--- src/rtl/hazard_ctrl.sv ---
// hazard_ctrl: pipeline hazard controller for the five-stage core (IF, ID, EX, MEM, WB).
//
// Tracks the destination registers of in-flight instructions. It stalls IF/ID on a
// load-use hazard. When built without forwarding, it stalls on any RAW hazard against
// EX or MEM. It also produces registered operand-forwarding selects for the instruction
// entering EX.
//
// Build option: define HAZARD_FWD_EN to enable forwarding.
//   - Defined: only load-use hazards stall, and the selects are live.
//   - Undefined: full interlock on EX/MEM producers, and both selects are tied to 0.
//
// Ports:
//   clk, rst_n                rising-edge clock, synchronous active-low reset
//   id_valid                  ID holds a real instruction
//   id_src, id_dst            ID source / destination (second ALU operand) indices
//   id_use_src, id_use_dst    ID instruction reads that operand
//   id_wb, id_mem_read        ID instruction writes id_dst / is a load
//   flush                     branch taken in EX: squash the ID instruction
//   mem_busy                  data memory not ready: freeze the whole pipeline
//   stall                     hold PC and IF/ID this cycle (combinational)
//   ex_valid                  EX slot holds a real instruction (registered)
//   ex_fwd_src_sel/_dst_sel   EX operand select: 0 regfile, 1 EX/MEM ALU,
//                             2 MEM/WB ALU, 3 MEM/WB load data (registered)
//   stall_count               saturating count of hazard-stall cycles
module hazard_ctrl #(
    parameter int unsigned NREG = 8
) (
    input  logic                    clk,
    input  logic                    rst_n,
    input  logic                    id_valid,
    input  logic [$clog2(NREG)-1:0] id_src,
    input  logic [$clog2(NREG)-1:0] id_dst,
    input  logic                    id_use_src,
    input  logic                    id_use_dst,
    input  logic                    id_wb,
    input  logic                    id_mem_read,
    input  logic                    flush,
    input  logic                    mem_busy,
    output logic                    stall,
    output logic                    ex_valid,
    output logic [1:0]              ex_fwd_src_sel,
    output logic [1:0]              ex_fwd_dst_sel,
    output logic [15:0]             stall_count
);

    localparam int unsigned RW = $clog2(NREG);

    // The scoreboard keeps only the EX and MEM slots. The register file writes
    // through, so a producer in WB is already visible to ID and needs no tracking.
    logic          ex_valid_q, ex_wb_q, ex_ld_q;
    logic [RW-1:0] ex_dst_q;
    logic          mem_valid_q, mem_wb_q, mem_ld_q;
    logic [RW-1:0] mem_dst_q;
    logic [1:0]    src_sel_q, dst_sel_q;
    logic [15:0]   stall_count_q;

    logic [1:0]    src_sel_d, dst_sel_d;
    logic          ex_hit_src, ex_hit_dst, mem_hit_src, mem_hit_dst;
    logic          hazard, hz_stall, issue;

    assign ex_hit_src  = ex_valid_q & ex_wb_q & id_use_src & (ex_dst_q == id_src);
    assign ex_hit_dst  = ex_valid_q & ex_wb_q & id_use_dst & (ex_dst_q == id_dst);
    assign mem_hit_src = mem_valid_q & mem_wb_q & id_use_src & (mem_dst_q == id_src);
    assign mem_hit_dst = mem_valid_q & mem_wb_q & id_use_dst & (mem_dst_q == id_dst);

`ifdef HAZARD_FWD_EN
    assign hazard = (ex_hit_src | ex_hit_dst) & ex_ld_q;

    // The EX producer is newer than the MEM producer, so it is checked first.
    always_comb begin
        src_sel_d = 2'd0;
        if (ex_hit_src) begin
            src_sel_d = 2'd1;
        end else if (mem_hit_src) begin
            src_sel_d = mem_ld_q ? 2'd3 : 2'd2;
        end
        dst_sel_d = 2'd0;
        if (ex_hit_dst) begin
            dst_sel_d = 2'd1;
        end else if (mem_hit_dst) begin
            dst_sel_d = mem_ld_q ? 2'd3 : 2'd2;
        end
    end
`else
    assign hazard = ex_hit_src | ex_hit_dst | mem_hit_src | mem_hit_dst;

    always_comb begin
        src_sel_d = 2'd0;
        dst_sel_d = 2'd0;
    end

    // Without forwarding, load-ness never affects a decision.
    logic unused_ld;
    assign unused_ld = ex_ld_q ^ mem_ld_q;
`endif

    // flush outranks hazard: a squashed instruction neither stalls nor issues.
    assign hz_stall = id_valid & hazard & ~flush;
    assign issue    = id_valid & ~hazard & ~flush;
    assign stall    = rst_n & (hz_stall | mem_busy);

    always_ff @(posedge clk) begin
        if (!rst_n) begin
            ex_valid_q    <= 1'b0;
            ex_wb_q       <= 1'b0;
            ex_ld_q       <= 1'b0;
            ex_dst_q      <= '0;
            mem_valid_q   <= 1'b0;
            mem_wb_q      <= 1'b0;
            mem_ld_q      <= 1'b0;
            mem_dst_q     <= '0;
            src_sel_q     <= 2'd0;
            dst_sel_q     <= 2'd0;
            stall_count_q <= 16'd0;
        end else if (!mem_busy) begin
            mem_valid_q <= ex_valid_q;
            mem_wb_q    <= ex_wb_q;
            mem_ld_q    <= ex_ld_q;
            mem_dst_q   <= ex_dst_q;
            ex_valid_q  <= issue;
            ex_wb_q     <= id_wb;
            ex_ld_q     <= id_mem_read;
            ex_dst_q    <= id_dst;
            // A bubble always carries register-file selects.
            src_sel_q   <= issue ? src_sel_d : 2'd0;
            dst_sel_q   <= issue ? dst_sel_d : 2'd0;
            if (hz_stall && (stall_count_q != 16'hFFFF)) begin
                stall_count_q <= stall_count_q + 16'd1;
            end
        end
    end

    assign ex_valid       = ex_valid_q;
    assign ex_fwd_src_sel = src_sel_q;
    assign ex_fwd_dst_sel = dst_sel_q;
    assign stall_count    = stall_count_q;

endmodule

--- config.mk ---
export PLATFORM = sky130hd
export DESIGN_NAME = hazard_ctrl
export DESIGN_NICKNAME = d
export VERILOG_FILES = /design/src/rtl/hazard_ctrl.sv
export SDC_FILE = /design/constraint.sdc
export NUM_CORES = 1
export LEC_CHECK = 0
export ABC_CLOCK_PERIOD_IN_PS = 2280
export CAP_MARGIN = 20
export CORE_MARGIN = 1.5
export CORE_UTILIZATION = 45
export DETAILED_ROUTE_END_ITERATION = 12
export PLACE_DENSITY_LB_ADDON = 0.12
export RECOVER_POWER = 25
export SYNTH_ARGS = -nofsm -noshare
export SYNTH_HDL_FRONTEND = slang
export SYNTH_SLANG_ARGS = --single-unit
--- constraint.sdc ---
create_clock -name clk -period 2.28 [get_ports clk]
set_clock_uncertainty 0.05 [all_clocks]
set_input_delay 0.228 -clock clk [delete_from_list [all_inputs] [get_ports clk]]
set_output_delay 0.228 -clock clk [all_outputs]
set_load 0.01 [all_outputs]
# Word level (Yosys, flattened, before mapping)
# Cells that the tools add are included.
dict set report totals {
  reg_bits 26
  input_bits 15
  output_inout_bits 22
  wordCells 37
}
dict set report op_classes {
  add_sub_neg 1
  eq_ne 5
  bitwise_logic 22
  reduce_logical 2
}
# operator n
set op_table {}
lappend op_table {{$add A16 B1 Y16 const B} 1}
lappend op_table {{$ne A16 B16 Y1 const B} 1}
lappend op_table {{$and A1 B1 Y1} 15}
lappend op_table {{$eq A3 B3 Y1} 4}
lappend op_table {{$or A1 B1 Y1} 4}
lappend op_table {{$not A1 Y1} 3}
lappend op_table {{$reduce_and A2 Y1} 1}
lappend op_table {{$logic_and A1 B1 Y1} 1}

# Logic depth before layout (Yosys ltp)
# Gate-level depths: netlist of run 1.
dict set report depth {
  word_depth 10
  mapped_depth 9
  depth_no_buf 7
}

# Least setup slack after synthesis of run 1
# Ideal clock, no wire load.
dict set report synth_path {
  kind {register to register}
  startpoint {register stall_count_q[0], in the netlist stall_count[0]}
  endpoint {register stall_count_q[10], in the netlist stall_count[10]}
  setup_ps 70
  arrival_time_ps 1975
  t_required_ps 2160
  setup_slack_ps 184
  path_stages_with_launch 9
  n_path_buf 1
  period_less_slack_ps 2096
  cell_sequence {dfxtp_1 -> ha_1 -> and3_4 -> and3_4 -> a41o_1 -> o21bai_4 -> buf_6 -> or3_1 -> a21oi_1}
}
dict set report synth_via {
  elab_chain_len 3
  elab_cells_between_ends 4
  cone_classes {add/sub (1); eq/ne (1); reduce/logical (2)}
}
# item line_no
set synth_lines {}
lappend synth_lines {{start: declaration} 55} ;# logic [15:0] stall_count_q;
lappend synth_lines {{start signal: assignment} 128} ;# stall_count_q <= stall_count_q + 16'd1;
lappend synth_lines {{parallel branches: the longest is 3 deep, another holds $add A16 B1 Y16} n/a}
# Parallel ways; which one is timed is not known.
# A chain may end at the register's enable or synchronous reset.

# Worst setup path after layout of run 1
dict set report layout_path {
  startpoint {register stall_count_q[0], in the netlist stall_count[0]}
  endpoint {register stall_count_q[12], in the netlist stall_count[12]}
}
# The elaborated chain is that of the path after synthesis.

==> impl_metrics.py, run 1 <==
metrics = {
    "worst_setup_path": {
        "critical_path.endpoint_type": "flip-flop",
        "cp-start-kind": "flip-flop",
        "timing.setup.critical_path_class": "reg -> reg",
        "path_max_fanout": 17,
        "cp.arrival_ns": 2.35,
        "critPathTopFamily": "simple AND/OR/NAND/NOR gates",
        "critPathSlowestCell": "or4_1",
        "cp_cell_sequence": "ha_1, and3_4, and3_4, a41o_1, o21bai_4, or4_1, a21oi_1",
        "r2r-start": "stall_count[0]$_SDFFE_PN0P_",
        "worst_path_most_repeated_cell": "and3_4",
        "critPathLaunch": "stall_count[0]$_SDFFE_PN0P_",
        "critical-path-max-stage-delay_ns": 0.42,
        "ff2ff_setup_slack_ns": 0.15,
        "cp_num_buf_inv": 0,
        "crit_required_ns": 2.50,
    },
    "placed_design": {
        "hpwl_after_detailed_placement_mm": 2.20,
        "place.gp.congestion": 0.722,
        "dp_worst_setup_slack_ns": -0.0733,
        "numPortBuffers": 31,
    },
    "yosys": {
        "asyncSetResetFlopFracSynth": 0,
        "synth.cell_area_um2": 1390,
        "count_of_cell_types_in_the_netlist": 31,
        "synth_simple_gate_area_frac": 0.254,
        "synth.ff_latch_count": 26,
        "synth_enable_flop_cells": 0,
        "ys_seq_area_frac": 0.374,
        "synthAdderAreaFrac": 0.00899,
        "ys_warn_count": 0,
        "main_combinational_cell_family_by_area_after_synthesis": "simple AND/OR/NAND/NOR gates",
        "synth-compound-area-share": 0.123,
        "yosys.area_share.xor_xnor": 0.0818,
        "yosys-mux-area-fraction": 0.101,
        "postSynthCellCount": 163,
        "syn-mean-instance-area_um2": 8.54,
        "synthFlopType": "dfxtp_1",
    },
    "sta": {
        "post-route-min-period_ns": 2.13,
        "hold_viol": 0,
        "fin_tns_setup_ns": 0,
        "rsz_0062_raised_after_global_routing": "true",
        "crit_share_post_route": 0.935,
        "timing.final.setup_violations": 0,
        "setup_slack_ns": 0.148,
        "timing.fmax_mhz": 469,
        "slew_violations": 0,
    },
    "grt": {
        "largest_net_degree_at_the_start_of_global_routing": 20,
        "grt_pass1_vias": 1128,
        "gr_ovfl_total": 0,
        "antenna_found_initial": 0,
        "grt_util_all_layers": 0.187,
        "first_pass_grt_wire_length_mm": 4.99,
    },
    "floorplanning": {
        "ioPinCount": 37,
        "start_util": 0.488,
        "fp-row-count": 19,
        "placeable_core_region_um2": 2850,
        "floorplan.die_area_um2": 3430,
        "die-width_um": 58.6,
        "die_extent_in_y_um": 58.6,
    },
    "clock_network": {
        "clkSinkCount": 26,
        "insertion_delay_ns": 0.32,
        "cts_hold_repair.buffers": 0,
        "cts_buffer_depth": 2,
        "cts.htree.levels": 1,
        "tritoncts": "done",
        "cts_root_buf": "clkbuf_4",
        "cts_buffers": 3,
        "worst_setup_hold_path_clk_slew_ns": 0.14,
    },
    "layout": {
        "antenna_cells": 0,
        "fraction_of_final_layout_cells_sized_beyond_drive_strength_1": 0.0850,
        "final_nets": 217,
        "synthToLayoutAreaGrowth_pct": 28.4,
    },
    "job": {
        "timing.max_cap.violations": 0,
    },
    "power": {
        "power.static_leakage_nw": 0.608,
        "vdd.ir_drop.worst_uv": 303,
        "pwr_density_cell_nw_per_um2": 447,
    },
    "run_status": {
        "status": "complete, no violations",
    },
    "drt": {
        "finalWirelength_mm": 2.90,
        "number_of_nets_still_failing_antenna_checks_after_routing": 0,
        "viasPerCell": 5.43,
        "post-route-drc-count": 0,
        "drt_pass_1_iters": 4,
        "route.detailed.wl_per_inst_um": 12.6,
        "vias": 1255,
        "drtIter0Drc": 31,
    },
    "min_path": {
        "worstHoldPathType": "reg -> reg",
        "holdCritStartpoint": "stall_count[9]$_SDFFE_PN0P_",
    },
}
## sequential cells by signal (all words and copies together) (netlist names)
register and count:
mem_wb_q 1, ex_dst_q 3, mem_dst_q 3, mem_valid_q 1, ex_wb_q 1, ex_valid 1
stall_count 16
## synth_stat cells (all sizes together), types with 6 or more instances
library cell   n  share of area
mux2i         14           0.10
xnor2         12          0.076
nand3          7          0.025
nand2b         6          0.027
or3            7          0.031
nand4          6          0.027
o21ai          8          0.029
buf            7          0.036
nor2          14          0.038
nand2         15          0.040
nor4           6          0.027
a21oi         11          0.040
dfxtp         26           0.37
## worst reg2reg max path, delay by kind of cell (launching register included)
| family | cells | cell delay, ns |
|---|---|---|
| AO/OA/AOI/OAI | 3 | 0.63 |
| adder cells (fa/ha/maj) | 1 | 0.24 |
| AND/OR/NAND/NOR | 3 | 0.80 |
| flip-flops | 1 | 0.36 |
## where the power goes
group | internal, W | leakage, nW | switching [W]
Clock | 0.0000977 | 0.0210 | 0.000135
Sequential | 0.000462 | 0.211 | 0.00000864
Combinational | 0.0000517 | 0.376 | 0.0000439
## per-stage QoR
step	hold slack (ns)	util	instance area (µm²)	std cells	total power [W]
detailed placement	0.423	0.614	1750	226	0.000579
CTS	0.441	0.629	1790	231	0.000810
global placement	0.412	0.614	1750	226	0.000575
finish	0.439	0.626	1790	231	0.000799
global route	0.474	0.626	1790	231	0.000835
floorplan	0.322	-	1400	166	0.000537
## layout by cell type (no fill, tap or decap)
cell	instances
clkdlybuf4s50_1	29
dfxtp_1	25
nand2_1	15
nor2_1	14
mux2i_1	14
xnor2_1	12
a21oi_1	11
o21ai_0	8
nand3_1	7
or3_1	7
buf_4	7
nand4_1	6
nand2b_1	6
nor4_1	6
inv_1	4
conb_1	4
clkbuf_4	3
a211oi_2	2
nor3_1	2
and3_4	2
o31ai_1	2
clkbuf_1	2
a41o_1	1
o21bai_4	1
xor2_1	1
and3_1	1
and2_1	1
or4_1	1
o211ai_1	1
ha_1	1
clkbuf_8	1
dlygate4sd3_1	1
dfxtp_2	1
dlygate4sd2_1	1
## metal layers
| metal | up-vias | part of all wire | track usage |
|---|---|---|---|
| li1 | 647 | - | - |
| met1 | 582 | 0.48 | 0.253 |
| met2 | 21 | 0.48 | 0.308 |
| met3 | 5 | 0.028 | 0.0220 |
| met4 | 0 | 0.014 | 0.0682 |
| met5 | - | 0 | 0 |
## area by class of cell
type	count	area, µm²
inverters	4	15.0
well taps	31	38.8
repair buffers	40	369
multi-input cells	126	806
flip-flops and latches	26	522
fillers	255	1070
clock buffers	4	36.3
## kinds of logic after synthesis
kind of cell / count (synthesis)
AND/OR/NAND/NOR: 68
XOR/XNOR: 13
AO/OA/AOI/OAI: 26
multiplexers: 14
other: 1
flip-flops: 26
buffers and inverters: 14
adder cells (fa/ha/maj): 1
## timing repair
item | CTS | global route
setup buffers | 1 | 0
resized for setup | 2 | 0
pin swaps | 1 | 0
setup endpoints to repair | 1 | 1
## worst paths after layout
| kind | end | cells after the start |
|---|---|---|
| setup / recovery | stall_count[12]$_SDFFE_PN0P_ | 7 |
| hold / removal | stall_count[9]$_SDFFE_PN0P_ | 2 |
| setup reg to reg | stall_count[12]$_SDFFE_PN0P_ | 7 |
| hold reg to reg | stall_count[9]$_SDFFE_PN0P_ | 2 |
Power figures use the tool's default switching activity.
==> run 2, diff against run 1 <==
Settings changed: CORE_UTILIZATION 45 to 48.
==> run 2 against run 1 <==
  * Hold slack lost 0.0036 ns
  * Sequential share of layout area is essentially flat
  * Sequential power is essentially flat
  * Global-route usage grew 1.7 points
  * Critical path depth is the same
  * Highest routed layer unchanged
==> impl_metrics.py, run 2 (synthesized netlist as in run 1, its figures left out) <==
metrics = {
    "drt": {
        "finalWirelength_mm": 2.91,
        "number_of_nets_still_failing_antenna_checks_after_routing": 0,
        "vias": 1248,
        "drt_pass_1_iters": 4,
        "viasPerCell": 5.40,
        "drtIter0Drc": 42,
        "route.detailed.wl_per_inst_um": 12.6,
        "post-route-drc-count": 0,
    },
    "layout": {
        "synthToLayoutAreaGrowth_pct": 28.3,
        "antenna_cells": 0,
        "final-instance-count-excl-fill": 231,
        "final_design_area_no_fill_um2": 1790,
        "area_of_the_multi_input_gates_um2": 806,
        "seq_area_um2": 520,
        "final_nets": 217,
        "layout_commonest_cell": "clkdlybuf4s50_1",
        "layout.cells.most_common_list": "clkdlybuf4s50_1 (28), dfxtp_1 (26), nand2_1 (15)",
        "fraction_of_final_layout_cells_sized_beyond_drive_strength_1": 0.0800,
        "filler_cell_count": 242,
        "largest_reg_flops": 16,
    },
    "min_path": {
        "worstHoldPathType": "reg -> reg",
    },
    "floorplanning": {
        "fp-row-count": 19,
        "die-width_um": 56.8,
        "floorplan.die_area_um2": 3230,
        "placeable_core_region_um2": 2760,
        "ioPinCount": 37,
        "die_extent_in_y_um": 56.8,
        "start_util": 0.505,
    },
    "power": {
        "pwr_density_cell_nw_per_um2": 444,
        "share_of_total_power_in_combinational_logic": 0.120,
        "switchingPower_w": 0.000182,
        "share_of_power_burned_in_the_clock_network": 0.287,
        "power.static_leakage_nw": 0.611,
        "sw_frac_of_total": 0.229,
        "vdd.ir_drop.worst_uv": 290,
        "p_int_w": 0.000611,
        "sequentialPowerShare": 0.593,
        "final_total_power_w": 0.000793,
    },
    "grt": {
        "first_pass_grt_wire_length_mm": 5.26,
        "antenna_found_initial": 0,
        "grt_util_all_layers": 0.204,
        "largest_net_degree_at_the_start_of_global_routing": 20,
        "gr_ovfl_total": 0,
        "grt_pass1_vias": 1276,
    },
    "placed_design": {
        "numPlacedInstances": 226,
        "hpwl_after_detailed_placement_mm": 2.21,
        "place_area_um2": 1750,
        "numPortBuffers": 31,
        "place.gp.congestion": 0.908,
    },
    "sta": {
        "slew_violations": 0,
        "rsz_0062_raised_after_global_routing": "false",
        "crit_share_post_route": 0.950,
        "timing.final.setup_violations": 0,
        "post-route-min-period_ns": 2.17,
        "hold_viol": 0,
        "timing.fmax_mhz": 462,
    },
    "run_status": {
        "status": "complete, no violations",
    },
    "worst_setup_path": {
        "cp_num_buf_inv": 0,
        "timing.setup.critical_path_class": "reg -> reg",
        "worst_path_most_repeated_cell": "and3_4",
        "path_max_fanout": 18,
        "cp.arrival_ns": 2.38,
        "critPathTopFamily": "simple AND/OR/NAND/NOR gates",
        "crit_required_ns": 2.49,
        "cp_cell_sequence": "ha_1, and3_4, and3_4, a41o_1, o21bai_4, or4_1, a21oi_1",
        "cp-start-kind": "flip-flop",
        "critPathSlowestCell": "or4_1",
        "critical-path-max-stage-delay_ns": 0.43,
        "critical_path.endpoint_type": "flip-flop",
    },
    "clock_network": {
        "cts_hold_repair.buffers": 0,
        "insertion_delay_ns": 0.32,
        "tritoncts": "done",
        "clkSinkCount": 26,
        "cts_buffer_depth": 2,
        "cts_root_buf": "clkbuf_4",
        "worst_setup_hold_path_clk_slew_ns": 0.13,
        "cts_buffers": 3,
        "cts.htree.levels": 1,
    },
    "job": {
        "timing.max_cap.violations": 0,
    },
}
## run 2: cell count changes in the layout (fill, tap and decap cells not counted)
cell	change
dlygate4sd3_1	+1
clkdlybuf4s50_1	-1
dfxtp_1	+1
dfxtp_2	-1
## run 2: worst paths after layout
| kind | from | endpoint | slack (ns) | cells past startpoint |
|---|---|---|---|---|
| setup / recovery | stall_count[0]$_SDFFE_PN0P_ | stall_count[12]$_SDFFE_PN0P_ | 0.11 | 7 |
| hold / removal | stall_count[9]$_SDFFE_PN0P_ | stall_count[9]$_SDFFE_PN0P_ | 0.44 | 2 |
| setup reg to reg | stall_count[0]$_SDFFE_PN0P_ | stall_count[12]$_SDFFE_PN0P_ | 0.11 | 7 |
| hold reg to reg | stall_count[9]$_SDFFE_PN0P_ | stall_count[9]$_SDFFE_PN0P_ | 0.44 | 2 |
## run 2: through the flow
stage	hold WS, ns	setup WS (ns)	TNS [ns]	utilization
after detailed placement	0.423	-0.0733	-0.293	0.635
after CTS	0.443	0.106	0	0.650
after global placement	0.411	-0.0164	-0.0230	0.635
after floorplan	0.322	0.184	0	-
after global routing	0.480	0.0263	0	0.647
final	0.435	0.114	0	0.647
## run 2: power by group through the flow
stage / combinational [W] / sequential, W / clock, W
3_3_place_gp: 0.0000958 / 0.000479 / 0
4_1_cts: 0.0000980 / 0.000470 / 0.000237
3_5_place_dp: 0.0000980 / 0.000480 / 0
2_1_floorplan: 0.0000584 / 0.000479 / 0
5_1_grt: 0.000105 / 0.000471 / 0.000258
6_report: 0.0000954 / 0.000470 / 0.000228
## run 2: worst min-delay path: cells and delay by family (launching register included)
kind             cells  cell delay [ns]
DFF                  1             0.34
muxes                1             0.06
and+or+nand+nor      1             0.05
## run 2: cell type report
class,count,area share
inverter,4,0.00841
multi-input combinational,126,0.451
sequential,26,0.292
timing repair buffer,40,0.207
tap,31,0.0217
clock buffer,4,0.0203
## run 2: repair_timing
item,4_1_cts,5_1_grt
resized for setup,1,0
setup endpoints to repair,1,0
hold endpoints to repair,0,0
setup buffers,1,0
## run 2: per-layer routing
metal / vias to the layer above / routed length, µm / part of all wire / track usage
met1: 570 / 1310 / 0.45 / 0.253
li1: 642 / - / - / -
met2: 30 / 1380 / 0.48 / 0.341
met5: - / 0 / 0 / 0
met3: 6 / 135 / 0.046 / 0.0300
met4: 0 / 74 / 0.025 / 0.106
==> run 3, diff against run 2 <==
Settings changed: TNS_END_PERCENT set to 20.
==> results of run 3 <==
No change in the layout: final DEF, timing and power equal those of run 2.
